## src/rtl/dither_pkg.sv

```systemverilog
// Shared definitions for the colour dither stage: mode encoding and the
// 2x2 ordered-dither threshold table.
package dither_pkg;

  typedef enum logic [1:0] {
    BYPASS  = 2'd0,
    ORDERED = 2'd1,
    ERRDIFF = 2'd2
  } dither_mode_e;

  // Bayer matrix indexed [row][col]
  localparam logic [1:0] BAYER [0:1][0:1] = '{'{2'd0, 2'd2}, '{2'd3, 2'd1}};

  // Mode code 3 is unassigned and behaves as bypass
  function automatic dither_mode_e decode_mode(input logic [1:0] code);
    dither_mode_e m;
    case (code)
      2'd1:    m = ORDERED;
      2'd2:    m = ERRDIFF;
      default: m = BYPASS;
    endcase
    return m;
  endfunction

endpackage

```

## src/rtl/dither_channel.sv

```systemverilog
// One colour channel of the dither stage: offset/error addition, clipping,
// requantisation and the per-channel error-diffusion register.
module dither_channel
  import dither_pkg::*;
#(
  parameter int IN_W  = 8,
  parameter int OUT_W = 4
) (
  input  logic             clk,
  input  logic             rst,
  input  logic             vld_p0,
  input  logic             vis_p0,
  input  logic [1:0]       mode_p0,
  input  logic             row_p0,
  input  logic             col_p0,
  input  logic             clr_p0,
  input  logic [IN_W-1:0]  din_p0,
  output logic [OUT_W-1:0] dout_p1
);

  localparam int D = IN_W - OUT_W;
  localparam logic [IN_W:0] MAX_V = {1'b0, {IN_W{1'b1}}};

  dither_mode_e    mode_e;
  logic [D-1:0]    err_q;
  logic [D-1:0]    err_use;
  logic [IN_W:0]   addend;
  logic [IN_W:0]   sum;
  logic            sat;
  logic [IN_W-1:0] clipped;

  function automatic logic is_sat(input logic [IN_W:0] s);
    return s > MAX_V;
  endfunction

  function automatic logic [IN_W-1:0] clip(input logic [IN_W:0] s);
    return (s > MAX_V) ? MAX_V[IN_W-1:0] : s[IN_W-1:0];
  endfunction

  function automatic logic [OUT_W-1:0] requant(input logic [IN_W-1:0] v);
    return v[IN_W-1 -: OUT_W];
  endfunction

  assign mode_e = dither_mode_e'(mode_p0);

  // Per-mode addend; line/frame starts see a zero carried error
  always_comb begin
    err_use = clr_p0 ? '0 : err_q;
    case (mode_e)
      ORDERED: addend = (IN_W+1)'(BAYER[row_p0][col_p0]) << (D - 2);
      ERRDIFF: addend = (IN_W+1)'(err_use);
      default: addend = '0;
    endcase
    sum     = {1'b0, din_p0} + addend;
    sat     = is_sat(sum);
    clipped = clip(sum);
  end

  // Error feedback advances only on valid visible error-diffusion pixels
  always_ff @(posedge clk) begin
    if (rst) begin
      err_q <= '0;
    end else if (vld_p0 && vis_p0 && (mode_e == ERRDIFF)) begin
      err_q <= sat ? '0 : sum[D-1:0];
    end
  end

  // ---- stage 1: output register, blanked outside valid visible pixels ----
  always_ff @(posedge clk) begin
    if (rst) begin
      dout_p1 <= '0;
    end else begin
      dout_p1 <= (vld_p0 && vis_p0) ? requant(clipped) : '0;
    end
  end

endmodule

```

## src/rtl/color_dither_stage.sv

```systemverilog
// Two-stage colour dither: bypass truncation, 2x2 ordered dither or
// horizontal error diffusion, reducing IN_W to OUT_W bits per channel.
// IN_W - OUT_W must be at least 2 for the ordered offset shift.
module color_dither_stage
  import dither_pkg::*;
#(
  parameter int NUM_CH = 3,
  parameter int IN_W   = 8,
  parameter int OUT_W  = 4
) (
  input  logic                    clk,
  input  logic                    rst,
  input  logic [1:0]              mode,
  input  logic                    in_valid,
  input  logic                    in_visible,
  input  logic                    in_sol,
  input  logic                    in_sof,
  input  logic [NUM_CH*IN_W-1:0]  data_in,
  output logic                    out_valid,
  output logic                    out_visible,
  output logic [NUM_CH*OUT_W-1:0] data_out
);

  dither_mode_e            mode_q;
  dither_mode_e            mode_cur;
  dither_mode_e            mode_p0;
  logic                    row_q;
  logic                    col_q;
  logic                    row_cur;
  logic                    col_cur;
  logic                    vld_p0;
  logic                    vis_p0;
  logic                    row_p0;
  logic                    col_p0;
  logic                    clr_p0;
  logic [NUM_CH*IN_W-1:0]  data_p0;

  // Parity and mode as seen by the incoming pixel (sof/sol take effect on it)
  always_comb begin
    mode_cur = mode_q;
    row_cur  = row_q;
    col_cur  = col_q;
    if (in_valid && in_sof) begin
      mode_cur = decode_mode(mode);
      row_cur  = 1'b0;
    end else if (in_valid && in_sol) begin
      row_cur  = ~row_q;
    end
    if (in_valid && in_sol) begin
      col_cur = 1'b0;
    end
  end

  // Frame/line state: latched mode, row parity, next column parity
  always_ff @(posedge clk) begin
    if (rst) begin
      mode_q <= BYPASS;
      row_q  <= 1'b0;
      col_q  <= 1'b0;
    end else if (in_valid) begin
      mode_q <= mode_cur;
      row_q  <= row_cur;
      col_q  <= ~col_cur;
    end
  end

  // ---- stage 0: capture pixel with its resolved position and mode ----
  always_ff @(posedge clk) begin
    if (rst) begin
      vld_p0  <= 1'b0;
      vis_p0  <= 1'b0;
      mode_p0 <= BYPASS;
      row_p0  <= 1'b0;
      col_p0  <= 1'b0;
      clr_p0  <= 1'b0;
      data_p0 <= '0;
    end else begin
      vld_p0  <= in_valid;
      vis_p0  <= in_visible;
      mode_p0 <= mode_cur;
      row_p0  <= row_cur;
      col_p0  <= col_cur;
      clr_p0  <= in_sol | in_sof;
      data_p0 <= data_in;
    end
  end

  // ---- stage 1: output strobes (channel data registered in each channel) ----
  always_ff @(posedge clk) begin
    if (rst) begin
      out_valid   <= 1'b0;
      out_visible <= 1'b0;
    end else begin
      out_valid   <= vld_p0;
      out_visible <= vis_p0;
    end
  end

  for (genvar g = 0; g < NUM_CH; g++) begin : g_ch
    dither_channel #(
      .IN_W  (IN_W),
      .OUT_W (OUT_W)
    ) u_ch (
      .clk     (clk),
      .rst     (rst),
      .vld_p0  (vld_p0),
      .vis_p0  (vis_p0),
      .mode_p0 (mode_p0),
      .row_p0  (row_p0),
      .col_p0  (col_p0),
      .clr_p0  (clr_p0),
      .din_p0  (data_p0[g*IN_W +: IN_W]),
      .dout_p1 (data_out[g*OUT_W +: OUT_W])
    );
  end

endmodule

```

## config.mk

```make
export PLATFORM = sky130hd
export DESIGN_NAME = color_dither_stage
export DESIGN_NICKNAME = d
export VERILOG_FILES = /design/src/rtl/dither_pkg.sv /design/src/rtl/dither_channel.sv /design/src/rtl/color_dither_stage.sv
export SDC_FILE = /design/constraint.sdc
export NUM_CORES = 1
export LEC_CHECK = 0
export CAP_MARGIN = 20
export CORE_MARGIN = 5
export CORE_UTILIZATION = 49
export CTS_BUF_LIST = sky130_fd_sc_hd__clkbuf_4
export CTS_CLUSTER_SIZE = 20
export DETAILED_ROUTE_END_ITERATION = 8
export GPL_ROUTABILITY_DRIVEN = 0
export PLACE_DENSITY = 0.81
export SYNTH_ARGS = -nofsm -noshare
export SYNTH_HDL_FRONTEND = slang
export SYNTH_SLANG_ARGS = --single-unit
```

## constraint.sdc

```tcl
create_clock -name clk -period 2.45 [get_ports clk]
set_clock_uncertainty 0.1 [all_clocks]
set_input_delay 0.6125 -clock clk [delete_from_list [all_inputs] [get_ports clk]]
set_output_delay 0.6125 -clock clk [all_outputs]
set_load 0.1 [all_outputs]
```

==> results of run 1 <==
-- cell usage after synthesis, types with 2 or more instances --
| master | count |
|---|---|
| a2bb2oi_1 | 2 |
| a211oi_2 | 2 |
| and4_1 | 2 |
| ha_1 | 15 |
| nor3b_1 | 3 |
| nand2_1 | 29 |
| a21boi_1 | 2 |
| nor2_1 | 26 |
| o2111a_1 | 2 |
| dfxtp_1 | 61 |
| inv_1 | 4 |
| nand3b_1 | 3 |
| o21ai_0 | 3 |
| a31oi_1 | 5 |
| a21o_1 | 2 |
| nor3_1 | 6 |
| nor2b_1 | 31 |
| and3_1 | 2 |
| and2_1 | 6 |
| a211oi_1 | 6 |
| xnor2_1 | 2 |
| a21oi_1 | 23 |
| clkbuf_1 | 8 |
| mux2i_1 | 2 |
| or3_1 | 3 |
| xor2_1 | 4 |
| o211ai_1 | 2 |
| nand3_1 | 13 |
| fa_1 | 3 |
-- worst reg2reg max path, delay by kind of cell (launching register included) --
kind                     cells  cell delay [ns]
adder cells (fa/ha/maj)      3             0.81
AO/OA/AOI/OAI                3             0.58
flip-flops                   1             0.35
AND/OR/NAND/NOR              3             0.31
buffers and inverters        2             0.22
-- area by class of cell --
class | instances | area share [%]
repair buffers | 69 | 16.22
clock inverters | 6 | 2.099
multi-input cells | 216 | 43.70
inverters | 4 | 0.4062
well taps | 72 | 2.437
flip-flops and latches | 61 | 33.11
clock buffers | 10 | 2.031
-- worst paths after layout --
kind                          from               endpoint  slack, ns  depth (start not counted)
max                     mode_p0[0]  g_ch[2].u_ch.err_q[1]       0.02                         11
min          g_ch[1].u_ch.err_q[0]  g_ch[1].u_ch.err_q[0]       0.36                          2
max reg2reg             mode_p0[0]  g_ch[2].u_ch.err_q[1]       0.02                         11
min reg2reg  g_ch[1].u_ch.err_q[0]  g_ch[1].u_ch.err_q[0]       0.36                          2
-- cell usage in the layout, fill, tap and decap left out, types with 3 or more instances in the layout --
cell             count
nand3b_1             3
ha_1                 6
nand2_1             29
xor2_1               4
clkdlybuf4s50_1     31
nor2b_1             30
inv_1                3
fa_2                 3
buf_4               37
a21oi_2              9
nor2_1              25
nand3_1             10
a21oi_1             15
clkbuf_4            10
and2_1               4
a211oi_1             4
a31oi_1              5
nor3_1               5
dfxtp_1             59
a211oi_2             3
ha_4                 4
ha_2                 5
-- per-layer routing --
| layer | share of wire [%] | global-route usage [%] |
|---|---|---|
| met5 | 0 | 0 |
| met4 | 2.2 | 5.848 |
| met3 | 5.0 | 4.936 |
| met2 | 51 | 28.71 |
| met1 | 42 | 19.50 |
-- power by group --
| part | internal [mW] | switching (mW) |
|---|---|---|
| sequential | 1.02 | 0.0284 |
| combinational | 0.0949 | 0.0829 |
| clock | 0.416 | 0.362 |
| total | 1.53 | 0.474 |
-- cell families after synthesis --
family,after synthesis,share of synthesized area (%)
mux,2,0.7480
fa+ha+maj,18,9.257
compound gates,61,15.52
buf+inv,13,1.870
xor+xnor,6,1.964
simple gates,129,25.01
flops,61,45.63
-- what timing repair did --
action                     CTS  global route
gates resized for setup     14            34
setup endpoints to repair   21            23
buffers inserted             2             5
gates cloned                 0             0
pin swaps                    5            25
-- metrics by stage --
stage | area (sq um) | setup slack [ns]
6_report | 3696 | 0.02036
5_1_grt | 3696 | -0.1010
4_1_cts | 3507 | -0.003484
3_5_place_dp | 3292 | -0.1154
3_3_place_gp | 3292 | -0.01439
2_1_floorplan | 2694 | 0.05081
-- registers in the layout, indices dropped and copies added, names as in the netlist --
signal / flops
mode_q: 2
mode_p0: 2
out_visible: 1
clr_p0: 1
data_p0: 24
vis_p0: 1
col_q: 1
row_q: 1
vld_p0: 1
row_p0: 1
g_ch.u_ch.dout_p1: 12
col_p0: 1
out_valid: 1
g_ch.u_ch.err_q: 12
==> impl_results.md, run 1 <==
* Max clock buf depth at 2
* Crit-path max FO at 6
* Final hold vios at 0
* Fmax achieved at 411.6 MHz
* PortBufs at 45
* FP Rows at 27
* Worst Hold Class: flop to flop
* Total GRT Usage at 16.63%
* Max cap viols at 0
* Post-route ant nets at 0
* Antenna cells at 0
* CP endpoint kind: flop
* Die H at 83.91 microns
* Root buffer cell: clkbuf_4
* Worst-path clk slew at 0.10 ns
* Die width at 83.91 microns
* CTS tree: built
* Syn Area/Cell at 9.229 sq um
* Post-synth top area cell: dfxtp_1
* Largest net degree at the start of global routing at 51
* Area occupied by registers at 1224 sq um
* PwrDens at 543.2 nW/um^2
* Worst setup SP type: flop
* Iteration-0 DRC Markers at 127
* Via Count at 2,288
* Htree depth at 3
* DRC viols at 0
* Final std cells w/o fill at 438
* CTS Hold Bufs at 0
* Library cells used by synthesis at 47
* TNS Setup at 0 ns
* Slew HR at 64.06%
* Top-area cell type share of the netlist area at 45.63%
* Endpoints failing setup at 0
* # nets final at 411
* Synth Warn # at 0
* Crit path arrival time at 2.67 ns
* Initial antenna violation count at 0
* Vias in the first global route at 2,171
* Hold slack at 0.3628 ns
* Final wirelength at 5902 microns
* Post-DP HPWL at 3857 microns
* Setup Crit Path Kind: flop to flop
* TritonCTS Buffers at 9
* Req. time, crit path at 2.70 ns
* Sequential share of the synthesized area at 45.63%
* Lkg Pwr at 1.444 nW
* Multi-input gate area at 1615 sq um
* Minimum clock period at 2.430 ns
* Grt ovf at 0
* Fraction of registers with async set/reset at 0%
* First-pass GRT wire length at 9542 microns
* Fill cells at 420
* Skew-Pair Late Insertion Delay at 0.41 ns
* CP delay by family, top: adder cells
* Synth Flop Type: dfxtp_1
* Fin util at 68.38%
* Status: finished clean
* Wire per inst at 13.47 microns
* Clk sinks at 61
* Starting density of the core at 49.51%
* RSZ-0062 raised after global routing: yes
* Slew Viols, Final at 0
* Die footprint at 7040 sq um
* First drt pass iteration count at 5
* Post-synth EDFFs at 0
* Syn Nets at 340
* Worst Max-Slew Pin Slew at 0.5378 ns
* Placed Cells at 415
* Synth-to-Final Area Change at 38.10%
* Cell count after synthesis at 290
* Final worst path period share at 99.17%
* Max VDD drop at 0.0003392 V
* Yosys reg bits at 61
* Final total power at 2.008 mW
* Buf+Inv Stages, Crit Path at 2
* Worst path max stage delay at 0.35 ns
* Synth area leaders: dfxtp_1 46%, nor2b_1 7.2%, ha_1 7.0%
* CP max-delay cell: dfxtp_2
* Layout cells sized above 1 at 26.50%
* Area of the mapped netlist at 2676 sq um
* I/O Pins at 46
* Cell Chain, Critical Path: inv_2, ha_4, nor3b_4, and2_1, ha_2, fa_2, a211o_1, o211ai_1, buf_4, nand3_1, a21oi_2
* Core area at 5405 sq um
* Post-DR vias/cell at 5.224
(Power assumes the default switching activity.)
==> run 2, diff against run 1 <==
ABC_AREA = 1   (was not set)
CORE_UTILIZATION = 50   (was 49)
PLACE_DENSITY = 0.82   (was 0.81)
==> run 2 against run 1 <==
Clock power shrank 29%. Setup slack better by 0.11 ns. Critical path depth unchanged. Register-to-register slack better by 0.11 ns. Non-clock buffer count decreased by 18. Sequential share of layout area is 2.3 points higher. Count of clock-buffer cells in the layout increased by 1. Largest cell class unchanged. Worst hold slack worse by 0.018 ns. First-iteration DRC count rose by 18%. Global-route usage decreased by 0.067 points.
==> impl_results.md, run 2 <==
* Status: finished clean
* Syn Nets at 423 (+24%)
* Post-route ant nets at 0 (unchanged)
* I/O Pins at 46 (unchanged)
* Die width at 84.77 microns (+1.0%)
* Crit-path max FO at 8 (+2)
* Number of flip-flops in the largest register at 24 (unchanged)
* First drt pass iteration count at 4 (-1)
* CP endpoint kind: flop
* Synth Flop Type: dfxtp_1
* Placed cell areas at 3293 sq um (about the same)
* FP Rows at 27 (unchanged)
* Final hold vios at 0 (unchanged)
* Placed Cells at 485 (+17%)
* CTS Hold Bufs at 0 (unchanged)
* Slew Viols, Final at 0 (unchanged)
* Total GRT Usage at 16.56% (-0.067 points)
* Area of the mapped netlist at 2795 sq um (+4.4%)
* Most common cell after layout, fill and taps aside: nand2_1
* Slew HR at 67.03% (+3.0 points)
* Fraction of registers with async set/reset at 0% (unchanged)
* Biggest regs: data_p0 (24), g_ch.u_ch.dout_p1 (12), g_ch.u_ch.err_q (12)
* Iteration-0 DRC Markers at 150 (+18%)
* R2R depth at 11 (unchanged)
* Root buffer cell: clkbuf_4
* Lkg Pwr at 1.617 nW (+12%)
* Top-area cell type share of the netlist area at 43.69% (-1.9 points)
* CP max-delay cell: dfxtp_2
* Hold Crit Start: vld_p0
* Post-Layout Inst Area at 3450 sq um (-6.7%)
* Starting density of the core at 51.07% (+1.6 points)
* Clk sinks at 61 (unchanged)
* Setup Crit Path Kind: flop to flop
* Fill cells at 477 (+14%)
* Top cells by instance count after synthesis: 76 x nand2_1, 61 x dfxtp_1, 54 x nor2_1, 53 x inv_1, 31 x a21oi_1
* DRC viols at 0 (unchanged)
* Worst Max-Slew Pin Slew at 0.4934 ns (-0.04439 ns)
* Htree depth at 3 (unchanged)
* Library cells used by synthesis at 29 (-38%)
* Hold path depth at 2 (unchanged)
* Critical Path Most Common Cell: nand3_1
* Setup slack after layout at 0.1261 ns (+0.1057 ns)
* Post-synth EDFFs at 0 (unchanged)
* Die H at 84.77 microns (+1.0%)
* Worst-path clk slew at 0.09 ns (about the same)
* Via Count at 2,482 (+8.5%)
* Cell count after synthesis at 373 (+29%)
* Synth area leaders: dfxtp_1 44%, nand2_1 10%, nor2_1 7.3%
* Max VDD drop at 0.0003146 V (-7.3%)
* Syn Area/Cell at 7.494 sq um (-19%)
* Reg-to-reg slack, setup at 0.13 ns (+0.11 ns)
* Sequential share of the synthesized area at 43.69% (-1.9 points)
* Yosys reg bits at 61 (unchanged)
* Die footprint at 7186 sq um (+2.1%)
* Worst path max stage delay at 0.34 ns (about the same)
* Top Usage Layer GRT: met2
* Vias in the first global route at 2,242 (+3.3%)
* Buf+Inv Stages, Crit Path at 1 (-1)
* Endpoints failing setup at 0 (unchanged)
* Worst Hold Class: flop to flop
* Largest net degree at the start of global routing at 27 (-47%)
* Final std cells w/o fill at 501 (+14%)
* Top-count cell post-synth: nand2_1
* CP delay by family, top: simple AND/OR/NAND/NOR gates
* Max cap viols at 0 (unchanged)
* Max clock buf depth at 2 (unchanged)
* Largest Register: data_p0
* RR Endpoint: g_ch[1].u_ch.err_q[0]
* Worst setup SP type: flop
* PwrDens at 517.8 nW/um^2 (-4.7%)
* Launch point of the worst reg-to-reg path: mode_p0[0]
* Hold Path Sink: out_valid
* Final wirelength at 5806 microns (-1.6%)
* Final worst path period share at 94.85% (-4.3 points)
* TritonCTS Buffers at 9 (unchanged)
* Initial antenna violation count at 0 (unchanged)
* Met2 Use GR at 28.19% (-0.52 points)
* Layout cells sized above 1 at 12.82% (-14 points)
* TNS Setup at 0 ns (unchanged)
* Hold slack at 0.3449 ns (-0.01795 ns)
* Minimum clock period at 2.324 ns (-0.1057 ns)
* PortBufs at 45 (unchanged)
* Skew-Pair Late Insertion Delay at 0.39 ns (-0.02 ns)
* Post-DR vias/cell at 4.954 (-5.2%)
* Grt ovf at 0 (unchanged)
* # nets final at 475 (+16%)
* Fmax achieved at 430.3 MHz (+4.5%)
* Synth-to-Final Area Change at 23.41%
* Area occupied by registers at 1222 sq um (-0.10%)
* Pre-CTS worst setup slack at 0.03383 ns (+0.1492 ns)
* Multi-input gate area at 1379 sq um (-15%)
* Cell Chain, Critical Path: inv_1, ha_1, or2_4, nor2_1, ha_2, fa_1, nand3_1, nand2_2, nand3_4, nand3_1, a21oi_1
* First-pass GRT wire length at 9563 microns (+0.22%)
* Post-DP HPWL at 4284 microns (+11%)
* Core area at 5473 sq um (+1.3%)
* Wire per inst at 11.59 microns (-14%)
* Post-synth top area cell: dfxtp_1
* Commonest non-fill, non-tap cells in the layout: 74 x nand2_1, 60 x dfxtp_1, 53 x inv_1, 51 x nor2_1, 31 x clkdlybuf4s50_1
* Req. time, crit path at 2.63 ns (-0.07 ns)
* M1 GR Usage at 19.06% (-0.44 points)
* CTS tree: built
* Crit path arrival time at 2.50 ns (-0.17 ns)
* Antenna cells at 0 (unchanged)
* Synth Warn # at 0 (unchanged)
* Met3 Usage GRT at 4.318% (-0.62 points)
run 2: logic make-up (layout without fill, tap and decap cells):
| group | after synthesis | in the layout | synth area share (%) |
|---|---|---|---|
| and+or+nand+nor | 182 | 182 | 28.29 |
| buffers and inverters | 63 | 119 | 8.729 |
| DFF | 61 | 61 | 43.69 |
| AOI/OAI and AO/OA | 43 | 43 | 8.550 |
| adders and majority gates | 18 | 18 | 8.863 |
| xor gates and xnor gates | 6 | 6 | 1.880 |
run 2: worst max path at each step:
stage	start	to	slack, ns	cells past startpoint
5_1_grt	mode_p0[0]	g_ch[1].u_ch.err_q[3]	-0.02	11
6_report	mode_p0[0]	g_ch[1].u_ch.err_q[0]	0.13	11
4_1_cts	mode_p0[0]	g_ch[2].u_ch.err_q[2]	0.003	11
3_5_place_dp	mode_p0[0]	g_ch[1].u_ch.err_q[3]	0.03	11
3_3_place_gp	mode_p0[0]	g_ch[2].u_ch.err_q[2]	0.1	11
2_1_floorplan	mode_p0[0]	g_ch[0].u_ch.dout_p1[3]	0.08	13
run 2: worst min-delay path: stages (launching register included):
cell     delay, ns
dfxtp_1       0.33
inv_1         0.05
nor2_1        0.03
run 2: per-stage QoR:
stage	util, %	power, mW
floorplan	-	1.173
global placement	60.17	1.246
detailed placement	60.17	1.252
CTS	61.98	1.792
global route	63.03	1.868
finish	63.03	1.786
run 2: where the power goes:
part	total (mW)	internal (mW)	switching, mW
Combinational	0.183	0.0893	0.0939
Sequential	1.05	1.03	0.0263
Clock	0.552	0.215	0.337
run 2: what timing repair did:
| action | in CTS | in global routing |
|---|---|---|
| gates resized for setup | 0 | 16 |
| setup endpoints to repair | 0 | 24 |
| setup buffers | 0 | 1 |
run 2: area by class of cell:
cell class              count  share of cell area (%)
inverters                  53                   5.767
clock buffers              11                   2.394
well taps                  72                   2.612
repair buffers             51                   13.35
clock inverters             4                  0.4715
flip-flops and latches     61                   35.44
multi-input cells         249                   39.97
run 2: routing by layer:
layer,wire [microns],up-vias
li1,-,1286
met3,257,9
met1,2360,1143
met4,99,0
met2,3088,44
met5,0,-
==> run 3, diff against run 2 <==
SKIP_CTS_REPAIR_TIMING = 1   (was not set)
==> results of run 3 <==
The final DEF is identical to that of run 2; final timing and power are the same.
